`config.mk`:
```
export PLATFORM = sky130hd
export DESIGN_NAME = fetch_queue
export DESIGN_NICKNAME = d
export VERILOG_FILES = /design/src/rtl/fetch_queue.sv
export SDC_FILE = /design/constraint.sdc
export NUM_CORES = 1
export LEC_CHECK = 0
export CAP_MARGIN = 30
export CORE_ASPECT_RATIO = 0.6
export CORE_MARGIN = 3
export CORE_UTILIZATION = 60
export DETAILED_ROUTE_END_ITERATION = 16
export PLACE_DENSITY = 0.85
export SETUP_SLACK_MARGIN = 0.2
export SYNTH_ARGS = -nofsm -noshare
export SYNTH_HDL_FRONTEND = slang
export SYNTH_SLANG_ARGS = --single-unit
```
`constraint.sdc`:
```
create_clock -name clk -period 12.7 [get_ports clk]
set_clock_uncertainty 0.15 [all_clocks]
set_input_delay 2.54 -clock clk [delete_from_list [all_inputs] [get_ports clk]]
set_output_delay 2.54 -clock clk [all_outputs]
set_load 0.005 [all_outputs]
```
`src/rtl/fetch_queue.sv`:
```
// fetch_queue: credit-limited instruction prefetch queue with flush/redirect handling
module fetch_queue #(
    parameter logic [31:0] RESET = 32'h0000_0000,
    parameter int DEPTH = 4
) (
    input  logic        clk,
    input  logic        reset,
    input  logic        stall,
    input  logic        flush,
    input  logic [31:0] redirect_pc,
    output logic        inst_mem_is_ready,
    output logic [31:0] inst_mem_address,
    input  logic        inst_mem_is_valid,
    input  logic [31:0] inst_mem_read_data,
    output logic        inst_valid,
    output logic [31:0] instruction,
    output logic [31:0] inst_fetch_pc,
    output logic        exception
);
    localparam int PW = $clog2(DEPTH);
    localparam int CW = PW + 1;
    localparam logic [CW-1:0] DEPTH_C = CW'(DEPTH);

    logic [31:0]   fetch_pc_q, fetch_pc_d;
    logic [CW-1:0] occ_q, occ_d, inflight_q, inflight_d, drop_q, drop_d;
    logic [PW-1:0] head_q, head_d, tail_q, tail_d;
    logic          exc_q, exc_d;
    logic [31:0]   data_q [DEPTH];
    logic [31:0]   pcs_q [DEPTH];
    logic          issue, resp_drop, resp_keep, push, pop;
    logic [CW-1:0] inflight_ret, drop_ret;
    logic [CW:0]   drop_sum;
    logic [31:0]   resp_pc;

    // A slot is free only if neither buffered nor already promised to an outstanding request.
    assign issue     = !reset && !flush && !exc_q &&
                       ({1'b0, occ_q} + {1'b0, inflight_q} < {1'b0, DEPTH_C});
    // Stale responses sit ahead of live ones, so the drop counter is consumed first.
    assign resp_drop = inst_mem_is_valid && drop_q != '0;
    assign resp_keep = inst_mem_is_valid && drop_q == '0 && inflight_q != '0;
    assign push      = resp_keep && !flush;
    assign pop       = inst_valid && !stall && !flush;
    // Live requests are contiguous words ending just below fetch_pc, oldest first.
    assign resp_pc   = fetch_pc_q - (32'(inflight_q) << 2);

    assign inst_mem_is_ready = issue;
    assign inst_mem_address  = fetch_pc_q;
    assign inst_valid        = occ_q != '0 && !exc_q;
    assign instruction       = inst_valid ? data_q[head_q] : 32'h0000_0013;
    assign inst_fetch_pc     = inst_valid ? pcs_q[head_q] : fetch_pc_q;
    assign exception         = exc_q;

    // Next-state: retire responses, issue, push/pop, and let flush override everything.
    always_comb begin
        inflight_ret = inflight_q - CW'(resp_keep);
        drop_ret     = drop_q - CW'(resp_drop);
        drop_sum     = {1'b0, drop_ret} + {1'b0, inflight_ret};
        fetch_pc_d   = issue ? fetch_pc_q + 32'd4 : fetch_pc_q;
        inflight_d   = inflight_ret + CW'(issue);
        drop_d       = drop_ret;
        occ_d        = occ_q + CW'(push) - CW'(pop);
        head_d       = head_q + PW'(pop);
        tail_d       = tail_q + PW'(push);
        exc_d        = exc_q;
        if (flush) begin
            fetch_pc_d = redirect_pc;
            inflight_d = '0;
            drop_d     = drop_sum > {1'b0, DEPTH_C} ? DEPTH_C : drop_sum[CW-1:0];
            occ_d      = '0;
            head_d     = '0;
            tail_d     = '0;
            exc_d      = exc_q || redirect_pc[1:0] != 2'b00;
        end
    end

    // Control state with asynchronous reset.
    always_ff @(posedge clk or posedge reset) begin
        if (reset) begin
            fetch_pc_q <= RESET;
            occ_q      <= '0;
            inflight_q <= '0;
            drop_q     <= '0;
            head_q     <= '0;
            tail_q     <= '0;
            exc_q      <= 1'b0;
        end else begin
            fetch_pc_q <= fetch_pc_d;
            occ_q      <= occ_d;
            inflight_q <= inflight_d;
            drop_q     <= drop_d;
            head_q     <= head_d;
            tail_q     <= tail_d;
            exc_q      <= exc_d;
        end
    end

    // Instruction and PC storage; contents are only meaningful below occupancy.
    always_ff @(posedge clk) begin
        if (push) begin
            data_q[tail_q] <= inst_mem_read_data;
            pcs_q[tail_q]  <= resp_pc;
        end
    end
endmodule

```
# [After elaboration in Yosys (flattened, before gate mapping)]
# Memory sizes are Yosys's and may differ from the RTL's.
# Cells that the tools add are included.
[op_classes] n_addsub=11 multipliers=0 div=0 order_cmp=2 n_eq_ne=0 n_shift=0 muxes=12 bitwise_logic=0 n_reduce_logical=21
[ops] operator="2-to-1 mux 32 bit" n=4
[ops] operator="adder 32 x 3 -> 32 bit (second input constant)" n=1
[ops] operator="subtractor 32 x 5 -> 32 bit" n=1
[ops] operator="2-to-1 mux 3 bit" n=4
[ops] operator="logical AND 1 bit" n=10
[ops] operator="nonzero test 3 bit" n=3
[ops] operator="subtractor 3 x 1 -> 3 bit" n=3
[ops] operator="adder 3 x 3 -> 4 bit" n=2
[ops] operator="adder 3 x 1 -> 3 bit" n=2
[ops] operator="adder 2 x 1 -> 2 bit" n=2
[ops] operator="greater-than comparator 4 x 3 -> 1 bit (second input constant)" n=1
[ops] operator="zero test 1 bit" n=4
[ops] operator="< comparator 4 x 3 -> 1 bit (second input constant)" n=1
[ops] operator="2-to-1 mux 2 bit" n=2
[ops] operator="nonzero test 2 bit" n=2
[ops] operator="zero test 3 bit" n=1
[ops] operator="2-to-1 mux 1 bit" n=2
[ops] operator="logical OR 1 bit" n=1
[totals] register_bits=46 latchBits=0 ram_bits=256 mem_bits_ro=0 word_cells=55 n_memories=2
[memory_table] name="data_q" depth=4 word_bits=32 rd=1 rd_ports_with_merged_regs=0 write_ports=1 line="28" text="logic [31:0] data_q [DEPTH];"
[memory_table] name="pcs_q" depth=4 word_bits=32 rd=1 rd_ports_with_merged_regs=0 write_ports=1 line="29" text="logic [31:0] pcs_q [DEPTH];"

# [Logic depth before layout (Yosys ltp)]
# Gate-level depths: netlist of the first run.
[logic_depth] depth_word=8 depth_mapped=11 mapped_depth_nobuf=11

# [Least setup slack after synthesis of the first run]
# Ideal clock, no wire load.
[synth_timing] kind="input to register" startpoint="input port inst_mem_is_valid" endpoint="memory data_q[1][0], enable pin" setup_ns=0.578 t_arrival_ns=7.620 required_time_ns=11.972 path_slack_ns=4.352 stages=3 n_path_buf=0 cell_sequence="o311ai_0 -> nand2b_1 -> nor3b_1"
[synth_between] elab_chain_len=5
[synth_lines] element="start, declared" line="13" text="input logic inst_mem_is_valid,"
[synth_lines] element="logical AND 1 bit (2 in series)" line="40" text="assign resp_keep = inst_mem_is_valid && drop_q == '0 && inflight_q != '0;"
[synth_lines] element="logical AND 1 bit" line="41" text="assign push = resp_keep && !flush;"
[synth_lines] element="2-to-1 mux 1 bit" line="99" text="if (push) begin"
[synth_lines] element="2-to-1 mux 1 bit (not written as such)" line="100" text="data_q[tail_q] <= inst_mem_read_data;"
[synth_lines] element="end, declared" line="28"
# No other way between the ends.

# [Final worst setup path of the first run]
[layout_timing] startpoint="input port reset" endpoint="output port inst_mem_is_ready"
[layout_between] elab_chain_len=4
[layout_lines] element="start, declared" line="7" text="input logic reset,"
[layout_lines] element="zero test 1 bit (no line)"
[layout_lines] element="logical AND 1 bit (3 in series)" line="36" text="assign issue = !reset && !flush && !exc_q &&"
[layout_lines] element="end, declared" line="11" text="output logic inst_mem_is_ready,"
# No other way between the ends.

==> qor.csv, run 1 <==
stage,metric,value,unit
outcome,outcome,finished clean,
clocking,cts.clk_slew.worst_paths,0.07,ns
global_routing,grt_pass1_vias,8416,
hold_path,hold_start,inst_mem_address[31],
floorplan,rows,41,
placement,io_buffers,167,
hold_path,worstHoldPathType,reg2reg,
logic_synthesis,synth_async_sr_flop_share,0.152,
critical_path,r2r_start,inflight_q[2],
timing,worst_pin_slew,1.05,ns
clocking,clock_path_buffers,3,
critical_path,critPathMaxStageDelay,0.54,ns
placement,gp_congestion,0.833,
global_routing,grt_pass1_wl,48000,µm
detailed_routing,num_vias,8257,
logic_synthesis,synth_compound_area_frac,0.0334,
job,drv_cap,0,
clocking,cts_hold_buf,0,
timing,fin_tns_setup,0,ns
cells_and_area,finalNonFillerCells,1287,
logic_synthesis,synth-edff-count,256,
logic_synthesis,yosys.area.top_type,edfxtp_1,
logic_synthesis,synthAdderAreaFrac,0.0224,
logic_synthesis,syn_area,0.0133,mm²
floorplan,start_util,0.623,
clocking,cts_buffers,27,
floorplan,die_h,121,µm
hold_path,hold_path_depth,2,
clocking,cts_sinks,302,
cells_and_area,fillerInstances,1339,
clocking,cts_tree,yes,
critical_path,critical_path_arrival,4.45,ns
logic_synthesis,ys_top_cells_by_area,"edfxtp_1 (58%), mux4_2 (11%), dfrtp_1 (8.6%), mux2_2 (2.4%), ha_1 (1.8%)",
critical_path,cp_max_fo,3,
global_routing,antenna_found_initial,0,
floorplan,io_pins,168,
clocking,root_buffer,clkbuf_16,
timing,period_minus_slack,7.14,ns
timing,setup_viol,0,
timing,post-route-period-util,0.562,
critical_path,cpMostUsedCell,clkdlybuf4s50_1,
global_routing,grt_usage,0.262,
logic_synthesis,synth_top_family_by_area,multiplexers,
cells_and_area,layout-area-overhead-vs-synth,20.8,%
logic_synthesis,yosys_register_bits,302,
floorplan,die_area,0.0241,mm²
timing,timing.hold.ws,0.489,ns
timing,final_hold_viol_count,0,
critical_path,cp-startpoint,reset,
timing,rsz0062_at_grt,false,
global_routing,grt_max_degree,65,
critical_path,crit_chain,"clkdlybuf4s50_1, nor3_1, nand3_1, nor2_1, clkdlybuf4s50_1",
cells_and_area,layout_commonest_cell,edfxtp_1,
placement,dpl.hpwl,19600,µm
critical_path,critPathBufInv,2,
logic_synthesis,synth_xor_area_frac,0.0243,
critical_path,end_kind,primary output,
floorplan,coreArea,0.0214,mm²
cells_and_area,diodes,0,
timing,slew_headroom,0.295,
clocking,cts_resized,0,
detailed_routing,drtIter0Drc,895,
logic_synthesis,syn_area_per_cell,15.9,µm²
critical_path,slowest_stage,clkdlybuf4s50_1,
logic_synthesis,synth_top_area_frac,0.577,
critical_path,worstPathRequired,10.01,ns
critical_path,startpoint_type,input port,
detailed_routing,routedWlPerCell,23.9,µm
logic_synthesis,syn_inst,839,
clocking,worstSkewPairLatency,0.52,ns
logic_synthesis,yosysSeqAreaShare,0.664,
cells_and_area,layout-drive-gt1-share,0.155,
cells_and_area,utilization,0.752,
detailed_routing,drt_drc_violations_left,0,
critical_path,reg2reg_depth,5,
placement,numPlacedInstances,1237,
clocking,ctsHtreeMaxLevel,1,
logic_synthesis,ys.flop_type,edfxtp_1,
critical_path,worst-r2r-setup-slack,9.54,ns
hold_path,holdPathEnd,inst_mem_address[31],
power,powerDensity,128,mW/mm²
critical_path,cpLargestDelayFamily,buffers and inverters,
clocking,postCtsSetupRepairBufs,0,
logic_synthesis,synth_cell_type_count,48,
cells_and_area,nets,1079,
critical_path,critPathKind,in2out,
global_routing,overflow,0,
logic_synthesis,synthMuxAreaShare,0.133,
critical_path,reg2reg_to,inst_mem_address[10],
timing,timing.fmax,140,MHz
logic_synthesis,yosys_warnings,0,
logic_synthesis,syn-num-nets,930,
placement,placed_area,0.0152,mm²
power,power.leakage,5.29,nW
power,ir_drop,0.136,mV
detailed_routing,first_pass_iters,5,
detailed_routing,totalWireLength,30700,µm
floorplan,die_w,198,µm
logic_synthesis,synth_simple_gate_area_frac,0.0982,
detailed_routing,drtAntennaViolNets,0,
cells_and_area,fin_area,0.0161,mm²
timing,drv_slew,0,
detailed_routing,viasPerCell,6.42,
cells_and_area,layout_common_cells,"edfxtp_1 (256), clkdlybuf4s50_1 (167), mux4_2 (64)",
## synthesized netlist by cell type (21+ instances only)
cell / count
a31oi_1: 21
and2_1: 30
clkbuf_1: 49
dfrtp_1: 46
edfxtp_1: 256
inv_1: 24
mux2_2: 28
mux4_2: 64
nand2_1: 29
nand3_1: 21
nor2_1: 34
or4_1: 21
xor2_1: 23
## sequential cells by signal (all words and copies together), names as in the netlist
register / cells
inst_mem_address: 32
head_q: 2
data_q: 128
inflight_q: 3
drop_q: 3
tail_q: 2
exception: 1
occ_q: 3
pcs_q: 128
## power breakdown
| part | internal, W | switching (W) |
|---|---|---|
| Combinational | 0.0000893 | 0.0000787 |
| Sequential | 0.00110 | 0.0000333 |
| Clock | 0.000426 | 0.000340 |
## per-layer routing
layer	global-route usage	vias to the layer above	routed length, µm
met5	0	-	0
met4	0.0574	0	504
met3	0.0466	45	2720
met2	0.409	453	14600
met1	0.396	4163	12900
li1	-	3596	-
## per-stage QoR
stage	worst slack (ns)	total power (W)
after floorplan	4.35	0.00122
after global placement	5.79	0.00131
after detailed placement	5.62	0.00132
after CTS	5.56	0.00207
after global routing	5.41	0.00214
final	5.56	0.00206
## area by class of cell
type / count / area [µm²] / area share
multi-input cells: 451 / 4170 / 0.259
repair buffers: 181 / 1810 / 0.112
well taps: 279 / 349 / 0.0217
flip-flops and latches: 302 / 8840 / 0.549
inverters: 25 / 93.8 / 0.00583
clock buffers: 37 / 733 / 0.0456
clock inverters: 12 / 96.3 / 0.00599
## cells by family (layout without fill, tap and decap cells)
logic type,after synthesis,count (layout)
DFF,302,302
buffers and inverters,86,255
AOI/OAI and AO/OA,68,68
and+or+nand+nor,231,231
adders and majority gates,22,22
xor gates and xnor gates,37,37
muxes,93,93
## worst reg2reg max path, cell delays in order, from the launching register on
cell and delay (ns):
dfrtp_1 0.44, ha_1 0.24, nor3_1 0.35, nand4_1 0.76
or4b_2 0.91, a31oi_1 0.21
## how the worst max path moves through the flow
stage / end / slack, ns / depth (start not counted)
after floorplan: data_q[1][0] / 4.35 / 3
after detailed placement: inst_mem_is_ready / 5.62 / 5
after global placement: inst_mem_is_ready / 5.79 / 5
after CTS: inst_mem_is_ready / 5.56 / 5
after global routing: inst_mem_is_ready / 5.41 / 5
final: inst_mem_is_ready / 5.56 / 5
No activity file was read; power rests on OpenSTA's default activity.
==> inputs of run 2 (changes only) <==
--- a/config.mk
+++ b/config.mk
@@ -8,9 +8,9 @@
 export CAP_MARGIN = 30
 export CORE_ASPECT_RATIO = 0.6
 export CORE_MARGIN = 3
-export CORE_UTILIZATION = 60
+export CORE_UTILIZATION = 56
 export DETAILED_ROUTE_END_ITERATION = 16
-export PLACE_DENSITY = 0.85
+export PLACE_DENSITY = 0.8
 export SETUP_SLACK_MARGIN = 0.2
 export SYNTH_ARGS = -nofsm -noshare
 export SYNTH_HDL_FRONTEND = slang
==> constraint.sdc (replaced) <==
create_clock -name clk -period 7.2 [get_ports clk]
set_clock_uncertainty 0.15 [all_clocks]
set_input_delay 1.44 -clock clk [delete_from_list [all_inputs] [get_ports clk]]
set_output_delay 1.44 -clock clk [all_outputs]
set_load 0.005 [all_outputs]
==> run 2 against run 1 <==
  * Sequential power grew 76%
  * Clock power grew 93%
  * Die area grew 6.9%
  * Combinational power grew 74%
  * First-iteration DRC count grew 6.6%
  * Largest power group unchanged
  * Routed wire length shrank 0.85%
  * Core utilization shrank 5.4 points
  * Clock-buffer cell count grew 7
  * Critical endpoint is now inst_fetch_pc[22]
  * Register-to-register slack lost 5.4 ns
  * Sequential cell count is the same
  * Hold slack lost 0.064 ns
  * Power grew 82%
==> qor.csv, run 2 (synthesis gave the netlist of run 1 again) <==
stage,metric,value,unit,change
outcome,outcome,finished clean,,unchanged
hold_path,hold_start,inst_mem_address[1],,was inst_mem_address[31]
placement,dpl.hpwl,19200,µm,was 19600 µm
critical_path,critical_path_arrival,3.21,ns,was 4.45 ns
critical_path,end_kind,primary output,,unchanged
timing,final_hold_viol_count,0,,unchanged
clocking,postCtsSetupRepairBufs,0,,unchanged
power,power.leakage,5.36,nW,was 5.29 nW
critical_path,cp_max_fo,46,,was 3
clocking,cts_tree,yes,,unchanged
hold_path,worstHoldPathType,reg2reg,,unchanged
hold_path,hold_path_depth,0,,was 2
global_routing,grt_pass1_vias,8138,,was 8416
cells_and_area,layout_common_cells,"edfxtp_1 (256), clkdlybuf4s50_1 (167), mux4_2 (64)",,unchanged
cells_and_area,fillerInstances,1541,,was 1339
timing,rsz0062_at_grt,false,,unchanged
detailed_routing,num_vias,8086,,was 8257
cells_and_area,layout-area-overhead-vs-synth,21.9,%,was 20.8%
critical_path,reg2reg_to,inst_mem_address[29],,was inst_mem_address[10]
critical_path,slowest_stage,nor3_1,,was clkdlybuf4s50_1
critical_path,critPathMaxStageDelay,0.62,ns,was 0.54 ns
power,finalPower,0.00376,W,was 0.00206 W
timing,timing.fmax,208,MHz,
floorplan,die_area,0.0257,mm²,was 0.0241 mm²
timing,setup_viol,0,,unchanged
critical_path,critPathKind,reg2out,,was in2out
cells_and_area,multi_input_comb_area,0.00417,mm²,unchanged
global_routing,overflow,0,,unchanged
floorplan,io_pins,168,,unchanged
critical_path,cp-startpoint,occ_q[1],,was reset
clocking,cts_buffers,27,,unchanged
global_routing,grt_pass1_wl,47800,µm,was 48000 µm
clocking,root_buffer,clkbuf_16,,unchanged
detailed_routing,drt_drc_violations_left,0,,unchanged
critical_path,critPathBufInv,2,,unchanged
critical_path,reg2reg_depth,5,,unchanged
cells_and_area,seq_area,0.00884,mm²,unchanged
clocking,cts_sinks,302,,unchanged
placement,io_buffers,167,,unchanged
clocking,cts_hold_buf,0,,unchanged
floorplan,die_h,125,µm,was 121 µm
cells_and_area,layout_commonest_cell,edfxtp_1,,unchanged
critical_path,worstPathRequired,5.61,ns,was 10.01 ns
detailed_routing,drtAntennaViolNets,0,,unchanged
hold_path,holdPathEnd,pcs_q[0][1],,was inst_mem_address[31]
floorplan,start_util,0.573,,was 0.623
floorplan,coreArea,0.0232,mm²,was 0.0214 mm²
global_routing,grt_max_degree,54,,was 65
timing,slew_headroom,0.376,,was 0.295
critical_path,crit_chain,"nor3_1, nor2_4, buf_4, o21ai_0, clkdlybuf4s50_1",,"was clkdlybuf4s50_1, nor3_1, nand3_1, nor2_1, clkdlybuf4s50_1"
critical_path,cpLargestDelayFamily,buffers and inverters,,unchanged
clocking,clock_path_buffers,3,,unchanged
floorplan,die_w,205,µm,was 198 µm
power,powerDensity,231,mW/mm²,was 128 mW/mm²
timing,period_minus_slack,4.80,ns,
clocking,cts.clk_slew.worst_paths,0.07,ns,about the same
detailed_routing,viasPerCell,6.10,,was 6.42
critical_path,crit_cells,5,,unchanged
detailed_routing,routedWlPerCell,23.0,µm,was 23.9 µm
timing,worst_pin_slew,0.927,ns,was 1.05 ns
detailed_routing,totalWireLength,30500,µm,was 30700 µm
cells_and_area,nets,1081,,was 1079
job,drv_cap,0,,unchanged
clocking,worstSkewPairLatency,0.53,ns,was 0.52 ns
detailed_routing,first_pass_iters,5,,unchanged
placement,gp_congestion,0.886,,was 0.833
critical_path,r2r_start,occ_q[2],,was inflight_q[2]
global_routing,antenna_found_initial,1,,was 0
floorplan,rows,43,,was 41
cells_and_area,diodes,0,,unchanged
timing,fin_tns_setup,0,ns,unchanged
clocking,ctsHtreeMaxLevel,1,,unchanged
timing,post-route-period-util,0.667,,
critical_path,startpoint_type,flip-flop,,was input port
detailed_routing,drtIter0Drc,954,,was 895
cells_and_area,layout-drive-gt1-share,0.160,,was 0.155
clocking,cts_resized,0,,unchanged
critical_path,worst-r2r-setup-slack,4.10,ns,was 9.54 ns
power,ir_drop,0.192,mV,was 0.136 mV
global_routing,grt_usage,0.241,,was 0.262
timing,drv_slew,0,,unchanged
## run 2: layout make-up
type / instances / share of cell area
clock buffer: 44 / 0.0518
clock inverter: 5 / 0.00470
inverter: 25 / 0.00578
multi-input combinational: 451 / 0.257
sequential: 302 / 0.545
tap: 315 / 0.0243
timing repair buffer: 183 / 0.112
## run 2: stage by stage
step	setup slack, ns	util	std cells	hold slack (ns)	cell area (µm²)
final	2.40	0.699	1325	0.425	16200
after global routing	2.25	0.699	1325	0.459	16200
after CTS	2.39	0.698	1324	0.430	16200
after detailed placement	2.44	0.659	1275	0.419	15300
after global placement	2.49	0.657	1273	0.411	15300
after floorplan	-0.0484	-	839	0.360	13300
## run 2: report_power, final
group	leakage, nW	switching (W)	internal, W
clock network	0.453	0.000608	0.000868
registers	2.84	0.0000586	0.00193
logic	2.06	0.000135	0.000157
total	5.36	0.000802	0.00296
## run 2: routing by layer
layer  GRT usage  routed length (µm)
met1       0.383               13500
met2       0.352               13600
met5           0                   9
met4      0.0494                 535
met3      0.0502                2850
## run 2: worst reg2reg max path, stage by stage, from the launching register on
cell and delay, ns:
dfrtp_1 0.43, ha_1 0.36, or2_2 0.36, or4_1 0.84, or4_1 0.63, a31oi_1 0.24
## run 2: how the worst max path moves through the flow
stage,end
finish,inst_fetch_pc[22]
global route,inst_fetch_pc[20]
CTS,inst_fetch_pc[31]
detailed placement,inst_mem_is_ready
global placement,inst_mem_is_ready
floorplan,data_q[1][0]
==> inputs of run 3 (changes only) <==
--- a/config.mk
+++ b/config.mk
@@ -8,9 +8,9 @@
 export CAP_MARGIN = 30
 export CORE_ASPECT_RATIO = 0.6
 export CORE_MARGIN = 3
-export CORE_UTILIZATION = 56
+export CORE_UTILIZATION = 50
 export DETAILED_ROUTE_END_ITERATION = 16
-export PLACE_DENSITY = 0.8
+export PLACE_DENSITY = 0.76
 export SETUP_SLACK_MARGIN = 0.2
 export SYNTH_ARGS = -nofsm -noshare
 export SYNTH_HDL_FRONTEND = slang
==> constraint.sdc (replaced) <==
create_clock -name clk -period 3.9 [get_ports clk]
set_clock_uncertainty 0.15 [all_clocks]
set_input_delay 0.78 -clock clk [delete_from_list [all_inputs] [get_ports clk]]
set_output_delay 0.78 -clock clk [all_outputs]
set_load 0.005 [all_outputs]
==> run 3 against run 2 <==
  * Sequential share of layout area is 1.3 points lower
  * Die area is 12% higher
  * Sequential power is 84% higher
  * Clock power is 97% higher
  * Register-to-register slack worse by 3.3 ns
  * Power is 90% higher
  * Critical endpoint is now instruction[4]
  * Largest power group unchanged
==> qor.csv, run 3 (synthesis gave the netlist of run 1 again) <==
stage,metric,value,unit,change
clocking,ctsHtreeMaxLevel,1,,unchanged
timing,finalWorstSetupSlack,0.339,ns,was 2.40 ns
cells_and_area,utilization,0.647,,was 0.699
timing,setup_viol,0,,unchanged
global_routing,grt_max_degree,48,,was 54
placement,io_buffers,167,,unchanged
timing,timing.hold.ws,0.433,ns,was 0.425 ns
clocking,root_buffer,clkbuf_16,,unchanged
cells_and_area,layout_commonest_cell,edfxtp_1,,unchanged
floorplan,io_pins,168,,unchanged
cells_and_area,fin_area,0.0166,mm²,was 0.0162 mm²
floorplan,die_h,132,µm,was 125 µm
power,power.leakage,5.49,nW,was 5.36 nW
critical_path,end_kind,primary output,,unchanged
clocking,cts_buffers,28,,was 27
timing,period_minus_slack,3.56,ns,
cells_and_area,diodes,0,,unchanged
placement,pre_cts_ws,0.359,ns,was 2.44 ns
timing,slew_headroom,0.429,,was 0.376
power,powerDensity,429,mW/mm²,was 231 mW/mm²
detailed_routing,drt_drc_violations_left,0,,unchanged
timing,timing.fmax,281,MHz,
global_routing,grt_usage,0.222,,was 0.241
critical_path,reg2reg_to,pcs_q[1][27],,was inst_mem_address[29]
clocking,worstSkewPairLatency,0.56,ns,was 0.53 ns
timing,post-route-period-util,0.913,,
detailed_routing,drtAntennaViolNets,0,,unchanged
detailed_routing,drtIter0Drc,735,,was 954
detailed_routing,num_vias,8213,,was 8086
critical_path,startpoint_type,flip-flop,,unchanged
detailed_routing,totalWireLength,31800,µm,was 30500 µm
critical_path,r2r_start,inst_mem_address[4],,was occ_q[2]
critical_path,critical_path_arrival,2.63,ns,was 3.21 ns
timing,rsz0062_at_grt,false,,unchanged
hold_path,worstHoldPathType,reg2reg,,unchanged
detailed_routing,first_pass_iters,5,,unchanged
hold_path,hold_path_depth,0,,unchanged
global_routing,overflow,0,,unchanged
placement,dpl.hpwl,21100,µm,was 19200 µm
hold_path,hold_start,inst_mem_address[0],,was inst_mem_address[1]
global_routing,antenna_found_initial,2,,was 1
global_routing,grt_pass1_wl,48900,µm,was 47800 µm
critical_path,worstPathRequired,2.97,ns,was 5.61 ns
power,ir_drop,0.389,mV,was 0.192 mV
detailed_routing,routedWlPerCell,23.0,µm,about the same
cells_and_area,layout-drive-gt1-share,0.182,,was 0.160
cells_and_area,layout-area-overhead-vs-synth,24.9,%,was 21.9%
floorplan,start_util,0.518,,was 0.573
critical_path,critPathKind,reg2out,,unchanged
clocking,cts_sinks,302,,unchanged
hold_path,holdPathEnd,pcs_q[2][0],,was pcs_q[0][1]
floorplan,die_area,0.0287,mm²,was 0.0257 mm²
timing,final_hold_viol_count,0,,unchanged
clocking,cts_tree,yes,,unchanged
floorplan,rows,45,,was 43
critical_path,cp_max_fo,6,,was 46
job,drv_cap,0,,unchanged
global_routing,grt_pass1_vias,8155,,was 8138
clocking,cts.clk_slew.worst_paths,0.07,ns,about the same
timing,fin_tns_setup,0,ns,unchanged
cells_and_area,layout_common_cells,"edfxtp_1 (256), clkdlybuf4s50_1 (167), mux4_2 (64)",,unchanged
floorplan,die_w,217,µm,was 205 µm
outcome,outcome,finished clean,,unchanged
critical_path,worst-r2r-setup-slack,0.83,ns,was 4.10 ns
cells_and_area,nets,1100,,was 1081
clocking,cts_hold_buf,0,,unchanged
timing,worst_pin_slew,0.848,ns,was 0.927 ns
floorplan,coreArea,0.0257,mm²,was 0.0232 mm²
timing,drv_slew,0,,unchanged
placement,gp_congestion,0.854,,was 0.886
clocking,clock_path_buffers,3,,unchanged
critical_path,reg2reg_depth,5,,unchanged
placement,placed_area,0.0156,mm²,was 0.0153 mm²
detailed_routing,viasPerCell,5.94,,was 6.10
==> run 3: layer usage <==
layer  track usage  wire [µm]
met1         0.343      14200
met2         0.323      14300
met3        0.0526       2670
met4        0.0499        696
met5             0         20
==> run 3: report_power, final <==
group / total [W] / switching (W) / internal (W)
clock: 0.00291 / 0.00121 / 0.00170
combinational: 0.000560 / 0.000266 / 0.000294
sequential: 0.00367 / 0.0000982 / 0.00357
==> run 3: final cells by class <==
cell class                      count  area (µm²)
Clock inverter                     23         269
Inverter                           25        93.8
Tap cell                          352         440
Multi-Input combinational cell    451        4190
Timing Repair Buffer              201        2070
Clock buffer                       29         726
Fill cell                        1815        9090
Sequential cell                   302        8850
==> run 3: worst max path at each step <==
stage,startpoint,endpoint,cells after the start
after global placement,reset,inst_mem_is_ready,5
after global routing,reset,inst_mem_is_ready,5
after floorplan,inst_mem_is_valid,data_q[1][0],3
after CTS,head_q[1],inst_fetch_pc[28],4
final,head_q[0],instruction[4],4
after detailed placement,reset,inst_mem_address[29],5
==> run 3: repair_timing <==
item                                   4_1_cts  5_1_grt
pin swaps                                    0        1
setup endpoints to repair                   52       10
resized for setup                            1        0
endpoints found under the hold margin        0        0
setup buffers                                3        4
==> run 3: critical path: stages (launching register included) <==
cell and delay [ns]:
dfrtp_4 0.50, buf_4 0.19, mux4_2 0.54, or3_1 0.38
clkdlybuf4s50_1 0.47
==> run 3: metrics by stage <==
step / std cells / power (W)
final: 1383 / 0.00713
after global placement: 1324 / 0.00427
after CTS: 1379 / 0.00718
after floorplan: 839 / 0.00397
after global routing: 1383 / 0.00739
after detailed placement: 1324 / 0.00429
